[config.mk]
export PLATFORM = sky130hd
export DESIGN_NAME = fetch_unit
export DESIGN_NICKNAME = d
export VERILOG_FILES = /design/src/rtl/riscv_pkg.sv /design/src/rtl/fetch_unit.sv
export SDC_FILE = /design/constraint.sdc
export NUM_CORES = 1
export LEC_CHECK = 0
export ABC_AREA = 1
export ABC_CLOCK_PERIOD_IN_PS = 5050
export CORE_AREA = 2 2 135 98
export CTS_CLUSTER_SIZE = 16
export DETAILED_ROUTE_END_ITERATION = 10
export DIE_AREA = 0 0 137 100
export GPL_TIMING_DRIVEN = 1
export PLACE_DENSITY = 0.81
export SLEW_MARGIN = 20
export SYNTH_ARGS = -nofsm -noshare
export SYNTH_HDL_FRONTEND = slang
export SYNTH_SLANG_ARGS = --single-unit
[constraint.sdc]
create_clock -name clk -period 5.05 [get_ports clk]
set_clock_uncertainty 0.15 [all_clocks]
set_input_delay 1.2625 -clock clk [delete_from_list [all_inputs] [get_ports clk]]
set_output_delay 1.2625 -clock clk [all_outputs]
set_load 0.05 [all_outputs]
[src/rtl/riscv_pkg.sv]
// Shared definitions for the front end: fetch FSM encoding, the reset NOP
// and the base opcodes that decode and imm_gen also use.
package riscv_pkg;

  typedef enum logic [1:0] {
    IDLE = 2'd0,
    REQ  = 2'd1,
    WAIT = 2'd2,
    DROP = 2'd3
  } fetch_state_t;

  // addi x0, x0, 0
  localparam logic [31:0] NOP_INSTR = 32'h0000_0013;

  localparam logic [6:0] OPC_LUI      = 7'b0110111;
  localparam logic [6:0] OPC_AUIPC    = 7'b0010111;
  localparam logic [6:0] OPC_JAL      = 7'b1101111;
  localparam logic [6:0] OPC_JALR     = 7'b1100111;
  localparam logic [6:0] OPC_BRANCH   = 7'b1100011;
  localparam logic [6:0] OPC_LOAD     = 7'b0000011;
  localparam logic [6:0] OPC_STORE    = 7'b0100011;
  localparam logic [6:0] OPC_OP_IMM   = 7'b0010011;
  localparam logic [6:0] OPC_OP       = 7'b0110011;
  localparam logic [6:0] OPC_MISC_MEM = 7'b0001111;
  localparam logic [6:0] OPC_SYSTEM   = 7'b1110011;

endpackage

[src/rtl/fetch_unit.sv]
// Instruction fetch: single-outstanding request to instruction memory,
// PC sequencing with redirect, and the registered if_* stage toward decode.
module fetch_unit #(
  parameter logic [31:0] RESET_PC = 32'h0000_0000
) (
  input  logic        clk,
  input  logic        rst,
  output logic        imem_req,
  output logic [31:0] imem_addr,
  input  logic        imem_gnt,
  input  logic        imem_rvalid,
  input  logic [31:0] imem_rdata,
  input  logic        redirect,
  input  logic [31:0] redirect_pc,
  input  logic        stall,
  output logic        if_valid,
  output logic [31:0] if_instr,
  output logic [31:0] if_pc
);
  import riscv_pkg::*;

  localparam logic [31:0] RESET_PC_ALIGNED = {RESET_PC[31:2], 2'b00};

  fetch_state_t state, state_next;
  logic [31:0]  pc;
  logic [31:0]  req_pc;
  logic         fire;
  logic         load;
  logic         unused_redirect_lsb;

  // Handshake events: request accepted, response accepted into if_* stage
  always_comb begin
    fire                = imem_req && imem_gnt;
    load                = (state == WAIT) && imem_rvalid && !redirect;
    unused_redirect_lsb = ^redirect_pc[1:0];
  end

  // FSM state register
  always_ff @(posedge clk or posedge rst) begin
    if (rst) state <= IDLE;
    else     state <= state_next;
  end

  // FSM next-state: a redirect racing an accepted request or a pending
  // response routes through DROP so the stale word is swallowed
  always_comb begin
    state_next = state;
    case (state)
      IDLE: state_next = REQ;
      REQ:  if (fire) state_next = redirect ? DROP : WAIT;
      WAIT: begin
        if (imem_rvalid)   state_next = REQ;
        else if (redirect) state_next = DROP;
      end
      DROP: if (imem_rvalid) state_next = REQ;
      default: state_next = IDLE;
    endcase
  end

  // FSM outputs: hold off requesting while decode is backed up
  always_comb begin
    imem_req  = (state == REQ) && !(if_valid && stall);
    imem_addr = pc;
  end

  // PC and address of the in-flight request
  always_ff @(posedge clk or posedge rst) begin
    if (rst) begin
      pc     <= RESET_PC_ALIGNED;
      req_pc <= '0;
    end else begin
      if (redirect)  pc <= {redirect_pc[31:2], 2'b00};
      else if (fire) pc <= pc + 32'd4;
      if (fire) req_pc <= pc;
    end
  end

  // Decode-facing register: redirect flushes ahead of any load or stall
  always_ff @(posedge clk or posedge rst) begin
    if (rst) begin
      if_valid <= 1'b0;
      if_instr <= NOP_INSTR;
      if_pc    <= '0;
    end else if (redirect) begin
      if_valid <= 1'b0;
    end else if (load) begin
      if_valid <= 1'b1;
      if_instr <= imem_rdata;
      if_pc    <= req_pc;
    end else if (if_valid && !stall) begin
      if_valid <= 1'b0;
    end
  end

endmodule

==> flow_summary.ini <==
[worst_setup_path]
endpoint_kind = primary output
critical_path.slowest_cell = clkdlybuf4s50_1
cp-start-kind = input port
crit_path_max_incr_delay_ns = 0.81
worstReg2RegStart = state[1]$_DFFE_PP0P_
path_max_fanout = 2
r2r_end = imem_addr[4]$_DFFE_PP0P_
ff2ff_path_depth = 6
cp-startpoint = stall
r2r_slack_ns = 2.11
cp_common_cell = clkdlybuf4s50_1
arrival_ns = 2.64
crit_type = input port to primary output
cp_cell_sequence = clkdlybuf4s50_1, a21oi_1, clkdlybuf4s50_1
endpoint = imem_req
required_ns = 3.64

[detailed_routing]
drc = 0
vias_per_cell = 5.00
dr.pass1.iters = 4
ant_nets = 0
first_iter_violations = 244
routed_wl_um = 15000
vias = 4814
post_drt_wl_per_cell_um = 15.6

[synth]
netlist_area_um2 = 5810
yosys_warnings = 0
synth_common_cells = nand2_1, dfrtp_1, o21ai_0
synth_area_leaders = dfrtp_1, mux2_2, nand2_1
synth.distinct_cells = 30
synth_mux_area_share_pct = 12.0
yosys.cell_count.top_type = nand2_1
syn_inst = 618
ys_seq_area_share_pct = 53.9
synth_xor_area_share_pct = 0.452
ys_async_sr_fraction_pct = 100
ys.flop_type = dfrtp_1
synth-edff-count = 0
synth_compound_area_share_pct = 6.57
synth_top_family_by_area = simple AND/OR/NAND/NOR gates
synthAdderAreaFrac_pct = 0.862
yosysTopAreaCellShare_pct = 52.6
syn_area_per_cell_um2 = 9.40
yosys.area_share.simple_pct = 19.9
synth_top_area_cell = dfrtp_1
yosys_register_bits = 125

[placed_design]
place_area_um2 = 7570
place_congestion = 0.842
io_buffer_count = 161
placed_cells = 930
dp_hpwl_um = 10800
pre_cts_ws_ns = 1.00

[sta]
fin_crit_ns = 4.06
fin_ws_ns = 0.993
min_period_over_period_pct = 80.3
final-setup-viol-count = 0
setup-tns-final_ns = 0
worstMarginPinSlew_ns = 1.04
maxSlewHeadroom_pct = 30.8
drv_slew = 0
fmax_ghz = 0.247
grt_setup_unrepaired = no
finalHoldViolCount = 0

[power_and_ir_drop]
power.density_nw_per_um2 = 645
pwr-share-comb_pct = 45.4
power_frac_clock_pct = 23.1
p_leak_nw = 3.71
p_int_mw = 2.94
vdd_drop_max_uv = 461
pwr-share-seq_pct = 31.5
power_switching_mw = 2.33
finalPower_mw = 5.27
swShare_pct = 44.2

[cts]
tritoncts = done
cts-hold-fix-buffers = 0
cts_setup_buffers = 0
clk_pin_slew_ns = 0.06
cts_buffers = 17
clkLatencyLatePin_ns = 0.42
cts-root-buf = clkbuf_16
cts_max_path_buffers = 2
clkSinkCount = 125
cts.repair.resized = 0
cts_max_level = 4

[floorplanning]
start_util_pct = 46.1
core_um2 = 12600
dieArea_um2 = 13700
die_w_um = 137
chipHeight_um = 100
rows = 35
io_pins = 168

[job]
maxCapViolCount = 0

[cells_and_area]
multi_input_area_um2 = 2330
layout.nets = 857
final_layout_size_suffix_gt1_share_pct = 15.2
instances_no_fill = 962
n_antenna_cell = 0
fill_cells = 1000
area_growth_pct = 40.7
final_area_um2 = 8170
regArea_um2 = 3130

[min_path]
hp-class = flop to flop

[global_route]
grt_use_total_pct = 23.1
overflow = 0
grt_pass1_wl_um = 24300
grt_start_max_net_pins = 85
grt_pass1_vias = 4733
antenna_found_initial = 0

[run_status]
status = completed
==> logic make-up (layout without fill, tap and decap cells) <==
family          after synthesis  in the layout
xor+xnor                      3              3
buf+inv                      85            260
other cells                   1              4
compound gates               73             73
mux                          62             62
flops                       125            125
fa+ha+maj                     4              4
simple gates                265            265
==> worst max-delay path, delay by kind of cell <==
family	cells	cell delay, ns
AOI/OAI and AO/OA	1	0.14
buffers and inverters	2	1.24
==> placed cells by master, fill, tap and decap left out, drive strengths merged, types with 6 or more instances in the layout <==
cell type and instances:
buf 6, clkbuf 17, clkdlybuf4s50 161, dfrtp 122
inv 69, mux2 62, nand2 169, nand3 48
nor2 45, o21ai 62
==> flip-flops by register name (all words and copies together), names as in the netlist <==
signal / cells
if_instr: 32
state: 2
if_pc: 30
imem_addr: 30
req_pc: 30
if_valid: 1
==> layout make-up <==
cell class / count / area share (%)
sequential: 125 / 38.3
multi-input combinational: 411 / 28.6
timing repair buffer: 167 / 20.4
clock buffer: 17 / 5.21
inverter: 61 / 2.86
tap: 166 / 2.54
clock inverter: 15 / 2.08
==> power groups by stage <==
stage	clock network, mW	logic, mW	registers, mW
final	1.22	2.39	1.66
after global routing	1.30	2.54	1.72
after CTS	1.23	2.41	1.66
after detailed placement	0	2.40	1.68
after global placement	0	2.36	1.65
after floorplan	0	0.605	2.62
==> worst min-delay path by stage <==
stage	start	to	slack [ns]	cells past startpoint
after global placement	req_pc[4]$_DFFE_PP0P_	req_pc[4]$_DFFE_PP0P_	0.32	2
after CTS	req_pc[6]$_DFFE_PP0P_	req_pc[6]$_DFFE_PP0P_	0.33	2
after floorplan	req_pc[3]$_DFFE_PP0P_	req_pc[3]$_DFFE_PP0P_	0.30	2
final	req_pc[6]$_DFFE_PP0P_	req_pc[6]$_DFFE_PP0P_	0.34	2
after detailed placement	req_pc[6]$_DFFE_PP0P_	req_pc[6]$_DFFE_PP0P_	0.32	2
after global routing	req_pc[12]$_DFFE_PP0P_	req_pc[12]$_DFFE_PP0P_	0.36	2
==> layer usage <==
metal  part of all wire (%)  vias up  track usage (%)  wire [um]
li1                       -     2330                -          -
met1                     46     2275             31.6       6960
met2                     44      189             35.3       6660
met3                    7.6       20             7.17       1140
met4                    1.4        0             7.06        212
met5                      0        -                0          0
==> per-stage QoR <==
stage | hold slack, ns | util, %
floorplan | 0.295 | -
global placement | 0.315 | 60.0
detailed placement | 0.320 | 60.0
CTS | 0.334 | 64.8
global route | 0.357 | 64.8
finish | 0.338 | 64.8
No activity file was read; power rests on OpenSTA's default activity.
